`config.mk`:
```
export PLATFORM = sky130hd
export DESIGN_NAME = wb_slave_mux
export DESIGN_NICKNAME = d
export VERILOG_FILES = /design/src/rtl/wb_slave_mux_pkg.sv /design/src/rtl/wb_slave_mux_decode.sv /design/src/rtl/wb_slave_mux.sv
export SDC_FILE = /design/constraint.sdc
export NUM_CORES = 1
export LEC_CHECK = 0
export CAP_MARGIN = 10
export CORE_AREA = 8 8 132 134
export DETAILED_ROUTE_END_ITERATION = 8
export DIE_AREA = 0 0 140 142
export PLACE_DENSITY = 0.77
export SYNTH_ARGS = -nofsm -noshare
export SYNTH_HDL_FRONTEND = slang
export SYNTH_SLANG_ARGS = --single-unit
export TNS_END_PERCENT = 30
```
`constraint.sdc`:
```
create_clock -name wb_clk_i -period 2.5 [get_ports wb_clk_i]
set_input_delay 0.25 -clock wb_clk_i [delete_from_list [all_inputs] [get_ports wb_clk_i]]
set_output_delay 0.25 -clock wb_clk_i [all_outputs]
set_load 0.03 [all_outputs]
```
`src/rtl/wb_slave_mux_pkg.sv`:
```
// Shared types and constants for the wb_slave_mux Wishbone slave fabric.
package wb_slave_mux_pkg;

  typedef enum logic [1:0] {
    IDLE = 2'd0,
    BUSY = 2'd1,
    RESP = 2'd2
  } state_e;

  // Width of the decoded slave index and of last_to_idx (up to 8 slaves).
  localparam int unsigned IDX_W = 3;

  localparam logic [31:0] MISS_DATA    = 32'hBADA_DD00;
  localparam logic [31:0] TIMEOUT_DATA = 32'hDEAD_BEEF;

  // CSR window byte offsets.
  localparam int unsigned CSR_STATUS     = 32'h00;
  localparam int unsigned CSR_STATS_CLR  = 32'h0C;
  localparam int unsigned CSR_STATS_BASE = 32'h10;

endpackage

```
`src/rtl/wb_slave_mux_decode.sv`:
```
// Combinational address decoder: splits the aligned user area into 16
// equal windows; windows 0..NUM_SLAVES-1 are slaves, window NUM_SLAVES is
// the local CSR block, everything else is a miss.
module wb_slave_mux_decode
  import wb_slave_mux_pkg::*;
#(
  parameter int unsigned NUM_SLAVES = 4,
  parameter logic [31:0] ADDR_BASE  = 32'h3000_0000,
  parameter int unsigned WIN_BITS   = 16
) (
  input  logic [31:0]      adr_i,
  output logic             hit_o,
  output logic             csr_hit_o,
  output logic [IDX_W-1:0] idx_o
);

  logic       region;
  logic [3:0] win;
  logic       unused_low;

  // Window offset bits are irrelevant to the decode.
  assign unused_low = ^adr_i[WIN_BITS-1:0];

  // Region match plus window number compare.
  always_comb begin
    region    = (adr_i[31:WIN_BITS+4] == ADDR_BASE[31:WIN_BITS+4]);
    win       = adr_i[WIN_BITS+3:WIN_BITS];
    hit_o     = region && (win < 4'(NUM_SLAVES));
    csr_hit_o = region && (win == 4'(NUM_SLAVES));
    idx_o     = win[IDX_W-1:0];
  end

endmodule

```
`src/rtl/wb_slave_mux.sv`:
```
// Wishbone slave-side fabric: forwards one upstream transaction at a time to
// one of NUM_SLAVES downstream slaves, with response timeout, miss handling,
// a local STATUS CSR and a sticky fault interrupt.
// Optional per-slave completion counters: define WB_SLAVE_MUX_STATS_EN.
module wb_slave_mux
  import wb_slave_mux_pkg::*;
#(
  parameter int unsigned NUM_SLAVES     = 4,
  parameter logic [31:0] ADDR_BASE      = 32'h3000_0000,
  parameter int unsigned WIN_BITS       = 16,
  parameter int unsigned TIMEOUT_CYCLES = 255
) (
  input  logic                     wb_clk_i,
  input  logic                     wb_rst_n_i,
  input  logic                     wbs_cyc_i,
  input  logic                     wbs_stb_i,
  input  logic                     wbs_we_i,
  input  logic [3:0]               wbs_sel_i,
  input  logic [31:0]              wbs_adr_i,
  input  logic [31:0]              wbs_dat_i,
  output logic                     wbs_ack_o,
  output logic [31:0]              wbs_dat_o,
  output logic [NUM_SLAVES-1:0]    s_cyc_o,
  output logic [NUM_SLAVES-1:0]    s_stb_o,
  output logic                     s_we_o,
  output logic [3:0]               s_sel_o,
  output logic [WIN_BITS-1:0]      s_adr_o,
  output logic [31:0]              s_dat_o,
  input  logic [32*NUM_SLAVES-1:0] s_dat_i,
  input  logic [NUM_SLAVES-1:0]    s_ack_i,
  output logic                     irq_o
);

  state_e              state_q, state_d;
  logic                we_q, we_d;
  logic [3:0]          sel_q, sel_d;
  logic [WIN_BITS-1:0] adr_q, adr_d;
  logic [31:0]         dat_q, dat_d;
  logic [IDX_W-1:0]    idx_q, idx_d;
  logic [15:0]         timer_q, timer_d;
  logic [31:0]         rdata_q, rdata_d;
  logic                to_q, to_d;
  logic                miss_q, miss_d;
  logic [IDX_W-1:0]    last_to_q, last_to_d;
`ifdef WB_SLAVE_MUX_STATS_EN
  logic [15:0]         cnt_q [NUM_SLAVES];
  logic [15:0]         cnt_d [NUM_SLAVES];
`endif

  logic                dec_hit, dec_csr;
  logic [IDX_W-1:0]    dec_idx;
  logic [WIN_BITS-1:0] csr_off;
  logic [31:0]         csr_rdata;
  logic                ack_sel;
  logic [31:0]         slave_rdata;
  logic                busy;

  wb_slave_mux_decode #(
    .NUM_SLAVES (NUM_SLAVES),
    .ADDR_BASE  (ADDR_BASE),
    .WIN_BITS   (WIN_BITS)
  ) u_decode (
    .adr_i     (wbs_adr_i),
    .hit_o     (dec_hit),
    .csr_hit_o (dec_csr),
    .idx_o     (dec_idx)
  );

  assign busy    = (state_q == BUSY);
  assign csr_off = wbs_adr_i[WIN_BITS-1:0];

  // CSR read mux, evaluated on the live address while accepting in IDLE.
  always_comb begin
    csr_rdata = '0;
    if (csr_off == WIN_BITS'(CSR_STATUS))
      csr_rdata = {25'd0, last_to_q, 2'b00, miss_q, to_q};
`ifdef WB_SLAVE_MUX_STATS_EN
    for (int unsigned k = 0; k < NUM_SLAVES; k++)
      if (csr_off == WIN_BITS'(CSR_STATS_BASE + 4 * k))
        csr_rdata = {16'd0, cnt_q[k]};
`endif
  end

  // Select ack and read data of the latched slave; other acks are ignored.
  always_comb begin
    ack_sel     = 1'b0;
    slave_rdata = '0;
    for (int unsigned k = 0; k < NUM_SLAVES; k++)
      if (idx_q == k[IDX_W-1:0]) begin
        ack_sel     = s_ack_i[k];
        slave_rdata = s_dat_i[32*k +: 32];
      end
  end

  // Next-state, request latching, response capture and flag updates.
  always_comb begin
    state_d   = state_q;
    we_d      = we_q;
    sel_d     = sel_q;
    adr_d     = adr_q;
    dat_d     = dat_q;
    idx_d     = idx_q;
    timer_d   = timer_q;
    rdata_d   = rdata_q;
    to_d      = to_q;
    miss_d    = miss_q;
    last_to_d = last_to_q;
`ifdef WB_SLAVE_MUX_STATS_EN
    cnt_d     = cnt_q;
`endif
    case (state_q)
      IDLE: begin
        if (wbs_cyc_i && wbs_stb_i) begin
          we_d    = wbs_we_i;
          sel_d   = wbs_sel_i;
          adr_d   = wbs_adr_i[WIN_BITS-1:0];
          dat_d   = wbs_dat_i;
          idx_d   = dec_idx;
          timer_d = '0;
          if (dec_hit) begin
            state_d = BUSY;
          end else if (dec_csr) begin
            state_d = RESP;
            rdata_d = wbs_we_i ? '0 : csr_rdata;
            if (wbs_we_i && csr_off == WIN_BITS'(CSR_STATUS) && wbs_sel_i[0]) begin
              to_d   = to_q & ~wbs_dat_i[0];
              miss_d = miss_q & ~wbs_dat_i[1];
            end
`ifdef WB_SLAVE_MUX_STATS_EN
            if (wbs_we_i && csr_off == WIN_BITS'(CSR_STATS_CLR))
              cnt_d = '{default: '0};
`endif
          end else begin
            state_d = RESP;
            rdata_d = MISS_DATA;
            miss_d  = 1'b1;
          end
        end
      end
      BUSY: begin
        if (!wbs_cyc_i) begin
          state_d = IDLE;
        end else if (ack_sel) begin
          state_d = RESP;
          rdata_d = we_q ? '0 : slave_rdata;
`ifdef WB_SLAVE_MUX_STATS_EN
          for (int unsigned k = 0; k < NUM_SLAVES; k++)
            if (idx_q == k[IDX_W-1:0] && cnt_q[k] != 16'hFFFF)
              cnt_d[k] = cnt_q[k] + 16'd1;
`endif
        end else if (timer_q == 16'(TIMEOUT_CYCLES)) begin
          state_d   = RESP;
          rdata_d   = TIMEOUT_DATA;
          to_d      = 1'b1;
          last_to_d = idx_q;
        end else begin
          timer_d = timer_q + 16'd1;
        end
      end
      RESP:    state_d = IDLE;
      default: state_d = IDLE;
    endcase
  end

  // State register with synchronous active-low reset.
  always_ff @(posedge wb_clk_i) begin
    if (!wb_rst_n_i) begin
      state_q   <= IDLE;
      we_q      <= 1'b0;
      sel_q     <= '0;
      adr_q     <= '0;
      dat_q     <= '0;
      idx_q     <= '0;
      timer_q   <= '0;
      rdata_q   <= '0;
      to_q      <= 1'b0;
      miss_q    <= 1'b0;
      last_to_q <= '0;
`ifdef WB_SLAVE_MUX_STATS_EN
      cnt_q     <= '{default: '0};
`endif
    end else begin
      state_q   <= state_d;
      we_q      <= we_d;
      sel_q     <= sel_d;
      adr_q     <= adr_d;
      dat_q     <= dat_d;
      idx_q     <= idx_d;
      timer_q   <= timer_d;
      rdata_q   <= rdata_d;
      to_q      <= to_d;
      miss_q    <= miss_d;
      last_to_q <= last_to_d;
`ifdef WB_SLAVE_MUX_STATS_EN
      cnt_q     <= cnt_d;
`endif
    end
  end

  // Downstream strobes are one-hot and only live in BUSY.
  always_comb begin
    s_stb_o = '0;
    for (int unsigned k = 0; k < NUM_SLAVES; k++)
      s_stb_o[k] = busy && (idx_q == k[IDX_W-1:0]);
  end

  assign s_cyc_o   = s_stb_o;
  assign s_we_o    = busy & we_q;
  assign s_sel_o   = busy ? sel_q : '0;
  assign s_adr_o   = busy ? adr_q : '0;
  assign s_dat_o   = busy ? dat_q : '0;
  assign wbs_ack_o = (state_q == RESP);
  assign wbs_dat_o = rdata_q;
  assign irq_o     = to_q | miss_q;

endmodule

```
**Yosys cells after proc, flatten, opt, wreduce, memory -nomap -nowiden**

Index checks and enable logic that the tools add are counted.

- $add $sub $neg: 1
- Magnitude comparators: 1
- Eq/ne operators: 19
- Muxes and demuxes: 42
- Bitwise logic cells: 8
- Reductions and logical operators: 20

Operator list:

| kind | number |
|---|---|
| 32-bit 2-to-1 mux | 13 |
| 16-bit 2-to-1 mux | 5 |
| 32-bit one-hot mux with 2 select lines | 1 |
| 16-bit one-hot mux with 2 select lines | 1 |
| 16-bit by 1-bit adder with 16-bit output, second input constant | 1 |
| 16-bit by 8-bit equality test with 1-bit output, second input constant | 1 |
| 16-bit zero test | 1 |
| 2-bit inequality test, second input constant | 7 |
| 1-bit 2-to-1 mux | 13 |
| 12-bit by 10-bit equality test with 1-bit output, second input constant | 1 |
| 2-bit 2-to-1 mux | 5 |
| 5-bit AND reduction | 2 |
| 1-bit logical AND | 9 |
| 4-bit AND reduction | 2 |
| 8-bit AND reduction | 1 |
| 7-bit 2-to-1 mux | 1 |
| 3-bit by 2-bit equality test with 1-bit output, second input constant | 2 |
| 4-bit by 3-bit equality test with 1-bit output, second input constant | 1 |
| 4-bit by 3-bit less-than comparator with 1-bit output, second input constant | 1 |
| 4-bit 2-to-1 mux | 1 |
| 2-bit by 1-bit inequality test with 1-bit output, second input constant | 2 |
| 4-bit by 3-bit inequality test with 1-bit output, second input constant | 1 |
| 1-bit inverter | 4 |
| 2-bit one-hot mux with 2 select lines | 1 |
| 11 further kinds | 14 |

- Bits in registers: 111
- Output and inout port bits: 95

**Depth between registers and ports, before layout**

Gate-level depths: netlist of the first run.

- Word-level depth: 9
- Gate-level depth with buffers: 8
- Depth with buffers taken out: 6

**Hierarchy**

From an unflattened synthesis of the first run, not the netlist that was laid out.

- Cells, all modules: 755
- Area, all modules: 6119.6 sq um

Modules (own cells, without submodules):

| module | times used | cells each | area an instance (sq um) |
|---|---|---|---|
| wb_slave_mux | 1 | 744 | 6013.3 |
| wb_slave_mux_decode | 1 | 11 | 106.4 |

**Worst setup path before layout of the first run**

Ideal clock, no wire load.

- Path type: reg-to-output
- From: register idx_q[1]
- To: output port s_stb_o[0]
- Arrival: 2.418 ns
- Required time: 2.250 ns
- Setup slack: -0.168 ns
- Cell stages (with the launch flop): 7
- Path through: dfxtp_1 > clkbuf_1 > buf_2 > buf_1 > clkbuf_1 > nor4_1 > buf_4

- Word-level cells in the longest chain between the ends: 2

RTL lines:

| what | RTL line | RTL |
|---|---|---|
| start, declared | wb_slave_mux.sv:39 | `logic [IDX_W-1:0] idx_q, idx_d;` |
| start signal, assigned | wb_slave_mux.sv:188 | `idx_q <= idx_d;` |
| 3-bit zero test | wb_slave_mux.sv:204 | `s_stb_o[k] = busy && (idx_q == k[IDX_W-1:0]);` |
| 1-bit logical AND | wb_slave_mux.sv:204 |  |
| end, declared | wb_slave_mux.sv:24 | `output logic [NUM_SLAVES-1:0] s_stb_o,` |

Every way passes these cells.

**Worst setup path after layout of the first run**

- From: register state_q[0]
- To: output port s_dat_o[31]

- Word-level cells in the longest chain between the ends: 2

RTL lines:

| what | RTL line | RTL |
|---|---|---|
| start, declared | wb_slave_mux.sv:34 | `state_e state_q, state_d;` |
| start signal, assigned | wb_slave_mux.sv:183 | `state_q <= state_d;` |
| 2-bit by 1-bit equality test with 1-bit output | wb_slave_mux.sv:69 | `assign busy = (state_q == BUSY);` |
| 32-bit 2-to-1 mux | wb_slave_mux.sv:211 | `assign s_dat_o = busy ? dat_q : '0;` |
| end, declared | wb_slave_mux.sv:28 | `output logic [31:0] s_dat_o,` |

Every way passes these cells.

==> flow_metrics.env, run 1 <==
export IMPL_status="finished, final reports clean"
export IMPL_period_needed_ns=2.426
export IMPL_antenna_found_initial=0
export IMPL_clk_latency_ns=0.35
export IMPL_path_cells="buf_4 > nor2b_4 > buf_12 > and2_1 > clkdlybuf4s50_1"
export IMPL_start_kind="flop"
export IMPL_grt_pass1_wl_um=37020
export IMPL_critPathArrivalTime_ns=2.18
export IMPL_tightest_slew_ns=0.6036
export IMPL_clkSlewWorstSetupHoldPaths_ns=0.07
export IMPL_drc=0
export IMPL_reg2reg_to="wbs_dat_o[1]$_SDFFE_PN0P_"
export IMPL_clock_skew_ns=0.006757
export IMPL_coreArea_um2=15420
export IMPL_cts_buffers=9
export IMPL_min_path_cells=3
export IMPL_fin_crit_sh=0.9704
export IMPL_cp_max_fo=69
export IMPL_reg2reg_from="timer_q[0]$_SDFFE_PN0P_"
export IMPL_hpwl_um=18780
export IMPL_layout_commonest_cell="clkdlybuf4s50_1"
export IMPL_htreeDepth=3
export IMPL_synthArstFlopShare=0
export IMPL_holdCritStartpoint="wbs_sel_i[2]"
export IMPL_seq_area_frac_synth=0.3610
export IMPL_cts_tree="yes"
export IMPL_final_cells=1231
export IMPL_synthesis_area_um2=6155
export IMPL_rsz0062_at_grt="no"
export IMPL_synth_edf_count=0
export IMPL_relSlewSlack=0.5976
export IMPL_dieArea_um2=19880
export IMPL_numPlacedInstances=1215
export IMPL_power_mw=4.279
export IMPL_cts_hold_buf=0
export IMPL_crit_path_max_incr_delay_ns=0.70
export IMPL_clock_sinks=111
export IMPL_worstSetupPathType="flop to primary output"
export IMPL_ir_drop_uv=414.2
export IMPL_post_cts_buffers=0
export IMPL_drive_gt1_frac=0.1328
export IMPL_die_h_um=142
export IMPL_hold_viol=0
export IMPL_leakage_nw=3.876
export IMPL_firstDrtPassIters=5
export IMPL_crit_required_ns=2.25
export IMPL_drv_cap=0
export IMPL_r2r_slack_ns=0.21
export IMPL_seq_area_um2=2225
export IMPL_num_rows=46
export IMPL_drv_slew=0
export IMPL_r2r_cells=8
export IMPL_place_congestion=0.8486
export IMPL_syn_to_final_growth_pct=60.42
export IMPL_ant_nets=0
export IMPL_final_nets=1240
export IMPL_clk_path_buf_depth=2
export IMPL_finalSetupViolCount=0
export IMPL_vias=6713
export IMPL_cp_depth=5
export IMPL_grt_pass1_vias=6688
export IMPL_power_density_nw_per_um2=433.4
export IMPL_cpLargestDelayFamily="buffers and inverters"
export IMPL_ios=300
export IMPL_cp_end_kind="primary output"
export IMPL_initial_core_util=0.3990
export IMPL_multi_input_area_um2=3654
export IMPL_synth_fp_nets=957
export IMPL_fmax_mhz=412.2
export IMPL_synth_cell_types=59
export IMPL_root_buffer="clkbuf_16"
export IMPL_hp_class="input pin to flop"
export IMPL_path_buf_inv=3
export IMPL_min_to="sel_q[2]$_SDFFE_PN0P_"
export IMPL_synth_ff_type="dfxtp_1"
export IMPL_wl_per_cell_um=19.58
export IMPL_routed_wl_um=24110
export IMPL_synthCells=751
export IMPL_synth_seq_cells=111
export IMPL_antenna_cells=0
export IMPL_most_common_layout_cells="clkdlybuf4s50_1, nand2_1, dfxtp_1"
export IMPL_slowest_stage="clkdlybuf4s50_1"
export IMPL_grt_overflow_total=0
export IMPL_grt_start_max_net_pins=70
export IMPL_first_iter_violations=497
export IMPL_grt_total_usage=0.2356
export IMPL_die_w_um=140
export IMPL_num_fill_cells=1335
export IMPL_viasPerCell=5.453
export IMPL_ys_warn_count=0
export IMPL_portBuffers=299
export IMPL_avgSynthCellArea_um2=8.195
-- worst max-delay path by stage --
| stage | from | to |
|---|---|---|
| after global placement | s_ack_i[0] | wbs_dat_o[1]$_SDFFE_PN0P_ |
| after detailed placement | s_ack_i[0] | wbs_dat_o[1]$_SDFFE_PN0P_ |
| final | state_q[0]$_SDFFE_PN0P_ | s_dat_o[31] |
| after floorplan | idx_q[1]$_SDFFE_PN0P_ | s_stb_o[0] |
| after CTS | state_q[1]$_SDFFE_PN0P_ | s_cyc_o[2] |
| after global routing | state_q[0]$_SDFFE_PN0P_ | s_dat_o[10] |
-- stage by stage --
stage | setup slack, ns | utilization | area (µm²) | hold slack [ns] | TNS (ns)
after floorplan | 0.2305 | - | 6161 | 0.3725 | 0
after global placement | -0.02615 | 0.6169 | 9515 | 0.4367 | -0.2400
after detailed placement | -0.06531 | 0.6169 | 9515 | 0.4418 | -0.8749
after CTS | 0.03377 | 0.6380 | 9841 | 0.4299 | 0
after global routing | 0.003204 | 0.6401 | 9873 | 0.4370 | 0
final | 0.07403 | 0.6401 | 9873 | 0.4415 | 0
-- routing by layer --
| metal | GRT usage | vias to the layer above | part of all wire |
|---|---|---|---|
| met4 | 0.05029 | 0 | 0.014 |
| met2 | 0.4034 | 245 | 0.49 |
| met1 | 0.2958 | 3176 | 0.43 |
| met5 | 0 | - | 0 |
| met3 | 0.05569 | 22 | 0.062 |
| li1 | - | 3270 | - |
-- area by class of cell --
class / count / share of cell area
multi-input combinational: 563 / 0.3700
timing repair buffer: 344 / 0.3455
sequential: 111 / 0.2253
clock buffer: 13 / 0.02636
tap: 192 / 0.02433
clock inverter: 3 / 0.006590
inverter: 5 / 0.001901
-- power breakdown --
group | switching, mW | internal [mW]
Sequential | 0.0394 | 1.83
Clock | 0.630 | 0.933
Combinational | 0.347 | 0.500
-- cells by family (layout without fill, tap and decap cells) --
family	Yosys count	after routing	share of synthesized area
XOR/XNOR	4	4	0.005692
buffers and inverters	77	365	0.05225
adder cells (fa/ha/maj)	1	1	0.002033
flip-flops	111	111	0.3610
AND/OR/NAND/NOR	306	306	0.2541
AO/OA/AOI/OAI	214	214	0.2346
multiplexers	38	38	0.09026
-- worst register-to-register path: stages, from the launching register on --
cell	delay [ns]
dfxtp_1	0.47
ha_1	0.22
and3_1	0.18
and4_1	0.29
buf_4	0.20
or3_1	0.17
buf_12	0.17
nand2_1	0.14
o41ai_1	0.36
-- cell usage after synthesis, types with 14 or more instances --
cell type,count,area (µm²)
clkbuf_1,54,202.7
o21a_1,20,150.1
nor2_1,35,131.4
mux2_2,20,225.2
dfxtp_1,111,2222
a21oi_1,73,365.4
and2_1,53,331.6
o22ai_1,20,125.1
o21ai_0,14,70.07
nor4_1,19,118.9
nand2_1,130,488.0
a21boi_0,15,112.6
-- registers in the layout, indices dropped and copies added, names as in the netlist --
register / cells
state_q: 2
we_q: 1
idx_q: 3
timer_q: 16
miss_q: 1
adr_q: 16
wbs_dat_o: 32
sel_q: 4
last_to_q: 3
to_q: 1
dat_q: 32
-- what timing repair did --
| action | CTS | global route |
|---|---|---|
| gates resized for setup | 0 | 12 |
| endpoints found under the setup margin | 0 | 14 |
| endpoints found under the hold margin | 0 | 0 |
(Power assumes the default switching activity.)
==> inputs of run 2 (changes only) <==
PLACE_DENSITY = 0.88   (was 0.77)
==> run 2 against run 1 <==
Total power shrank 0.49%. Worst hold slack worse by 0.0011 ns. Highest routed layer unchanged. Largest power group unchanged. Final cell count increased by 0.24%. Core utilization hardly changed. Clock skew up 0.0045 ns. Worst setup slack gained 0.019 ns. Die area did not move. Sequential power barely moved. Maximum frequency rose by 0.77%. First-iteration DRC count grew 2.6%. Critical path type unchanged. Count of clock-buffer cells in the layout shrank 1.
==> flow_metrics.env, run 2 (synthesis gave the netlist of run 1 again) <==
export IMPL_crit_required_ns=2.25
export IMPL_drive_gt1_frac=0.1200
export IMPL_post_cts_buffers=0
export IMPL_ir_drop_uv=473.1
export IMPL_tightest_slew_ns=0.5950
export IMPL_cp_end_kind="primary output"
export IMPL_cp_max_fo=61
export IMPL_portBuffers=299
export IMPL_final_nets=1243
export IMPL_first_iter_violations=510
export IMPL_grt_pass1_vias=6874
export IMPL_clkSlewWorstSetupHoldPaths_ns=0.07
export IMPL_tns_ns=0
export IMPL_hpwl_um=19230
export IMPL_path_cells="nor2b_4 > buf_12 > and2_1 > clkdlybuf4s50_1"
export IMPL_clk_path_buf_depth=2
export IMPL_grt_overflow_total=0
export IMPL_finalSetupViolCount=0
export IMPL_finalWorstSetupSlack_ns=0.09253
export IMPL_ios=300
export IMPL_place_area_um2=9553
export IMPL_hold_viol=0
export IMPL_clock_skew_ns=0.01124
export IMPL_hp_class="input pin to flop"
export IMPL_relSlewSlack=0.6033
export IMPL_firstDrtPassIters=5
export IMPL_power_density_nw_per_um2=431.3
export IMPL_root_buffer="clkbuf_16"
export IMPL_htreeDepth=3
export IMPL_rsz0062_at_grt="no"
export IMPL_numPlacedInstances=1218
export IMPL_routed_wl_um=24770
export IMPL_start_kind="flop"
export IMPL_final_core_util=0.6400
export IMPL_grt_start_max_net_pins=62
export IMPL_place_congestion=0.9047
export IMPL_design_area_um2=9872
export IMPL_power_mw=4.258
export IMPL_critPathArrivalTime_ns=2.16
export IMPL_cts_buffers=9
export IMPL_dp_slack_ns=-0.07544
export IMPL_leakage_nw=3.641
export IMPL_wl_per_cell_um=20.07
export IMPL_fmax_mhz=415.4
export IMPL_viasPerCell=5.521
export IMPL_period_needed_ns=2.407
export IMPL_grt_pass1_wl_um=37550
export IMPL_clk_latency_ns=0.36
export IMPL_syn_to_final_growth_pct=60.40
export IMPL_die_w_um=140
export IMPL_num_rows=46
export IMPL_drv_slew=0
export IMPL_drv_cap=0
export IMPL_vias=6813
export IMPL_dieArea_um2=19880
export IMPL_initial_core_util=0.3990
export IMPL_ant_nets=0
export IMPL_slowest_stage="clkdlybuf4s50_1"
export IMPL_crit_path_max_incr_delay_ns=0.69
export IMPL_antenna_found_initial=0
export IMPL_fin_crit_sh=0.9630
export IMPL_grt_total_usage=0.2391
export IMPL_antenna_cells=0
export IMPL_most_common_layout_cells="clkdlybuf4s50_1, nand2_1, dfxtp_1"
export IMPL_coreArea_um2=15420
export IMPL_worstSetupPathType="flop to primary output"
export IMPL_die_h_um=142
export IMPL_holdCritStartpoint="wbs_dat_i[8]"
export IMPL_layout_commonest_cell="clkdlybuf4s50_1"
export IMPL_cts_tree="yes"
export IMPL_clock_sinks=111
export IMPL_reg2reg_from="idx_q[0]$_SDFFE_PN0P_"
export IMPL_final_cells=1234
export IMPL_drc=0
export IMPL_fin_hold_ws_ns=0.4404
export IMPL_status="finished, final reports clean"
export IMPL_cp_startpoint="state_q[0]$_SDFFE_PN0P_"
run 2: cell count changes in the layout (fill, tap and decap cells not counted), sizes merged:
cell and delta:
dlymetal6s2s -11, clkdlybuf4s50 +26, dlygate4sd2 +1, clkbuf -1
buf -13, inv +1
run 2: path summary, 6_finish.rpt:
kind	end	depth (start not counted)	slack, ns
setup / recovery	s_adr_o[14]	4	0.09
hold / removal	dat_q[8]$_SDFFE_PN0P_	3	0.44
setup reg to reg	wbs_dat_o[1]$_SDFFE_PN0P_	6	0.19
hold reg to reg	dat_q[17]$_SDFFE_PN0P_	2	0.45
run 2: power breakdown:
group	internal (mW)	switching [mW]
registers	1.83	0.0384
clock network	0.886	0.660
logic	0.492	0.352
total	3.21	1.05
run 2: critical path: cells and delay by family, from the launching register on:
family / cells / cell delay [ns]
buffers and inverters: 2 / 0.93
and+or+nand+nor: 2 / 0.39
DFF: 1 / 0.44
run 2: repair_timing:
action | 4_1_cts | 5_1_grt
setup endpoints to repair | 50 | 1
pin swaps | 0 | 0
gates resized for setup | 2 | 1
endpoints found under the hold margin | 0 | 0
hold buffers | 0 | 0
run 2: layer usage:
metal  GRT usage  wire [µm]  up-vias
li1            -          -     3267
met1      0.2784       9924     3275
met2      0.4201      12610      242
met3     0.06206       1688       29
met4     0.07886        540        0
met5           0          0        -
run 2: final cells by class:
cell class | instances | area, µm²
fillers | 1289 | 5553
multi-input cells | 563 | 3654
repair buffers | 347 | 3420
flip-flops and latches | 111 | 2226
well taps | 192 | 240.2
clock buffers | 12 | 236.5
clock inverters | 4 | 77.57
inverters | 5 | 18.77
==> inputs of run 3 (changes only) <==
GPL_TIMING_DRIVEN = 0   (was default)
==> run 3 against run 2 <==
Count of clock-buffer cells in the layout down 3. Flip-flop and latch count unchanged. First-iteration DRC count grew 31%. Critical path type is now flop to flop. Register-to-register slack worse by 0.17 ns. Worst hold slack got worse by 0.14 ns. Core utilization decreased by 0.63 points. Global-route usage rose by 1.2 points. Largest power group unchanged. Sequential power hardly changed. Worst setup slack got worse by 0.077 ns. Sequential share of layout area grew 0.23 points. Critical endpoint is now timer_q[8]$_SDFFE_PN0P_. Total power shrank 0.46%. Die area did not move.
==> flow_metrics.env, run 3 (synthesis gave the netlist of run 1 again) <==
export IMPL_grt_overflow_total=0
export IMPL_coreArea_um2=15420
export IMPL_worstSetupPathType="flop to flop"
export IMPL_initial_core_util=0.3990
export IMPL_num_rows=46
export IMPL_start_kind="flop"
export IMPL_status="finished, final reports clean"
export IMPL_antenna_found_initial=0
export IMPL_design_area_um2=9774
export IMPL_relSlewSlack=0.3369
export IMPL_ios=300
export IMPL_final_cells=1256
export IMPL_most_common_layout_cells="clkdlybuf4s50_1, nand2_1, dfxtp_1"
export IMPL_finalWorstSetupSlack_ns=0.01569
export IMPL_drv_cap=0
export IMPL_grt_pass1_vias=6966
export IMPL_hold_viol=0
export IMPL_layout_commonest_cell="clkdlybuf4s50_1"
export IMPL_hp_class="input pin to flop"
export IMPL_crit_required_ns=2.76
export IMPL_fin_hold_ws_ns=0.3051
export IMPL_viasPerCell=5.658
export IMPL_htreeDepth=3
export IMPL_drv_slew=0
export IMPL_numPlacedInstances=1240
export IMPL_hpwl_um=20970
export IMPL_first_iter_violations=666
export IMPL_clk_latency_ns=0.36
export IMPL_final_nets=1265
export IMPL_tns_ns=0
export IMPL_cts_hold_buf=0
export IMPL_clk_path_buf_depth=2
export IMPL_fin_crit_sh=0.9937
export IMPL_power_density_nw_per_um2=433.6
export IMPL_dp_slack_ns=-0.8124
export IMPL_portBuffers=297
export IMPL_cp_end_kind="flop"
export IMPL_ir_drop_uv=488.5
export IMPL_place_congestion=0.9404
export IMPL_leakage_nw=3.765
export IMPL_die_w_um=140
export IMPL_die_h_um=142
export IMPL_routed_wl_um=26500
export IMPL_place_area_um2=9374
export IMPL_clock_sinks=111
export IMPL_clkSlewWorstSetupHoldPaths_ns=0.08
export IMPL_grt_start_max_net_pins=29
export IMPL_finalSetupViolCount=0
export IMPL_final_core_util=0.6337
export IMPL_dieArea_um2=19880
export IMPL_cts_tree="yes"
export IMPL_antenna_cells=0
export IMPL_wl_per_cell_um=21.10
export IMPL_vias=7106
export IMPL_cp_max_fo=10
export IMPL_clock_skew_ns=0.01262
export IMPL_drive_gt1_frac=0.1222
export IMPL_syn_to_final_growth_pct=58.81
export IMPL_cts_buffers=9
export IMPL_ant_nets=0
export IMPL_power_mw=4.238
export IMPL_rsz0062_at_grt="yes"
export IMPL_fmax_mhz=402.5
export IMPL_grt_total_usage=0.2511
export IMPL_grt_pass1_wl_um=39260
export IMPL_period_needed_ns=2.484
export IMPL_num_fill_cells=1316
export IMPL_root_buffer="clkbuf_16"
export IMPL_tightest_slew_ns=0.9842
export IMPL_firstDrtPassIters=5
export IMPL_critPathArrivalTime_ns=2.74
export IMPL_drc=0
## run 3: final cells by class
| type | count | area (µm²) | share of cell area |
|---|---|---|---|
| Multi-Input combinational cell | 563 | 3681 | 0.3766 |
| Timing Repair Buffer | 300 | 2944 | 0.3012 |
| Sequential cell | 111 | 2226 | 0.2277 |
| Buffer | 69 | 349.1 | 0.03571 |
| Tap cell | 192 | 240.2 | 0.02458 |
| Clock buffer | 9 | 225.2 | 0.02304 |
| Clock inverter | 7 | 90.09 | 0.009217 |
| Inverter | 5 | 18.77 | 0.001920 |
## run 3: where the power goes
part / switching, mW / internal (mW) / total, mW
logic: 0.376 / 0.478 / 0.853
clock network: 0.722 / 0.801 / 1.52
registers: 0.0334 / 1.83 / 1.86
## run 3: worst paths after layout
check | from | endpoint | slack [ns] | cells after the start
setup / recovery | idx_q[0]$_SDFFE_PN0P_ | timer_q[8]$_SDFFE_PN0P_ | 0.02 | 6
hold / removal | wbs_adr_i[18] | idx_q[2]$_SDFFE_PN0P_ | 0.31 | 3
setup reg to reg | idx_q[0]$_SDFFE_PN0P_ | timer_q[8]$_SDFFE_PN0P_ | 0.02 | 6
hold reg to reg | dat_q[31]$_SDFFE_PN0P_ | dat_q[31]$_SDFFE_PN0P_ | 0.45 | 2
## run 3: metal layers
layer / share of wire / global-route usage / vias to the layer above
met5: 0 / 0 / -
met4: 0.023 / 0.07429 / 0
met3: 0.080 / 0.06910 / 38
met2: 0.50 / 0.4342 / 332
met1: 0.40 / 0.2988 / 3415
li1: - / - / 3321
## run 3: what timing repair did
| item | CTS | global route |
|---|---|---|
| pin swaps | 0 | 2 |
| gates resized for setup | 125 | 45 |
| buffers inserted | 1 | 2 |
| endpoints found under the setup margin | 92 | 70 |
## run 3: worst max-delay path, stage by stage, from the launching register on
cell      delay [ns]
dfxtp_4         0.39
mux4_2          0.59
a211o_1         0.33
buf_6           0.16
a211oi_2        0.49
a31oi_1         0.19
a41o_1          0.23
==> RTL edit, RTL diff (config.mk and constraints of run 3) <==
Take the reset off `adr_q`, `dat_q` and `rdata_q` and load them in a clocked block of their own.
--- a/src/rtl/wb_slave_mux.sv
+++ b/src/rtl/wb_slave_mux.sv
@@ -168,11 +168,8 @@
       state_q   <= IDLE;
       we_q      <= 1'b0;
       sel_q     <= '0;
-      adr_q     <= '0;
-      dat_q     <= '0;
       idx_q     <= '0;
       timer_q   <= '0;
-      rdata_q   <= '0;
       to_q      <= 1'b0;
       miss_q    <= 1'b0;
       last_to_q <= '0;
@@ -183,11 +180,8 @@
       state_q   <= state_d;
       we_q      <= we_d;
       sel_q     <= sel_d;
-      adr_q     <= adr_d;
-      dat_q     <= dat_d;
       idx_q     <= idx_d;
       timer_q   <= timer_d;
-      rdata_q   <= rdata_d;
       to_q      <= to_d;
       miss_q    <= miss_d;
       last_to_q <= last_to_d;
@@ -195,6 +189,12 @@
       cnt_q     <= cnt_d;
 `endif
     end
+  end
+
+  always_ff @(posedge wb_clk_i) begin
+    adr_q   <= adr_d;
+    dat_q   <= dat_d;
+    rdata_q <= rdata_d;
   end
 
   // Downstream strobes are one-hot and only live in BUSY.
Behaviour: not the same (a bounded check fails within 4 cycles, from zero or initial values and one cycle with wb_rst_n_i low).
==> RTL edit against run 3 <==
The flow now finishes with violations (setup timing); synthesized cell count is 36% lower; clock power fell by 8%; hold slack gained 0.0070 ns; utilization decreased by 5.1 points; wire length decreased by 15%; cell area down 8.0%; power decreased by 2.6%; sequential cell count unchanged; global-route usage is 3.6 points lower; setup slack got worse by 0.028 ns; count of clock-buffer cells in the layout rose by 3; synthesized area down 9.4%; critical path type is now reg2out; largest power group unchanged.
==> RTL edit: results (changes against run 3) <==
clock share of power=33.9% (-2.0 points); DR WL met2=11,900 um (-10%); XOR/XNOR share of the synthesized area=0.157% (-0.41 points); Signal inverters=9 (+4); CP arrival=2.26 ns (-0.48 ns); # resized after CTS=84 (-33%); clock buf count=12 (+3); post-synthesis mux area share=12.9% (+3.8 points); drt first pass iters=7 (+2); Placed Cells incl. Taps=975 (-21%); top cells by area, synth=edfxtp_1 43%, mux4_2 11%, dfxtp_1 11%; CP max FO=9 (-1); multi-input logic area=2440 sq um (-34%); Yosys cell types=53 (-10%); Port Buffers=298 (+0.34%); pre-CTS setup slack=-0.580 ns (+0.232 ns); worst-case vdd ir drop=0.000395 V (-19%); switching power=944 uW (-17%); share of cells above drive strength 1=18.2% (+6.0 points); routability cong.=0.904 (-3.9%); failing checks=setup timing; Met1 Wirelength=8310 um (-21%); HP Start=wb_rst_n_i; CP Launch Point=idx_q[2]$_SDFFE_PN0P_; endpoints failing setup=1 (+1); Area after DPL=8850 sq um (-5.6%); gr usage total=21.5% (-3.6 points); number of non-clock buffers=339 (-8.1%); area share of the largest cell type after synthesis=43.1% (+7.0 points); routed len/inst=22.5 um (+6.8%); final worst-path setup slack=-0.0127 ns (-0.0284 ns); register area=3020 sq um (+36%); Via density=5.42 (-4.3%); relative slew slack=43.0% (+9.4 points); met1 usage=24.4% (-5.5 points); synth cell count leaders=80 x edfxtp_1, 56 x and2_1, 46 x a21oi_1, 41 x nor2_1, 38 x nand2_1; status=finished, violations left; non-filler cells in the finished layout=995 (-21%); syn_nets=689 (-28%); vias in the first global route=5,495 (-21%); # fillers=1,289 (-2.1%); slowest CP cell=clkdlybuf4s50_1; sw frac=22.9% (-3.8 points); Non-clock buffer share=33.0% (-0.70 points); Post-synth EDFFs=80 (+80); Detailed Place HPWL=17,900 um (-15%); first-pass GRT wire length=32,200 um (-18%)
## RTL edit: changes by cell type after synthesis, moves of 14 or more
| cell | change |
|---|---|
| a21oi_1 | -27 |
| mux4_2 | +16 |
| nand2_1 | -92 |
| edfxtp_1 | +80 |
| o22ai_1 | -15 |
| dfxtp_1 | -80 |
| a21boi_0 | -14 |
| o21a_1 | -19 |
| mux2_2 | -15 |
| clkbuf_1 | -29 |
## RTL edit: path summary, 6_finish.rpt
check	to	slack, ns	cells past startpoint
hold reg to reg	sel_q[2]$_SDFFE_PN0P_	0.45	2
hold / removal	timer_q[4]$_SDFFE_PN0P_	0.31	2
setup / recovery	s_stb_o[2]	-0.01	5
setup reg to reg	timer_q[5]$_SDFFE_PN0P_	0.05	5
## RTL edit: stage by stage
step / setup TNS, ns / utilization, %
floorplan: 0 / -
detailed placement: -22.84 / 57.3
finish: -0.0127 / 58.3
global route: -0.119 / 58.3
CTS: -0.738 / 59.1
global placement: -42.60 / 57.1
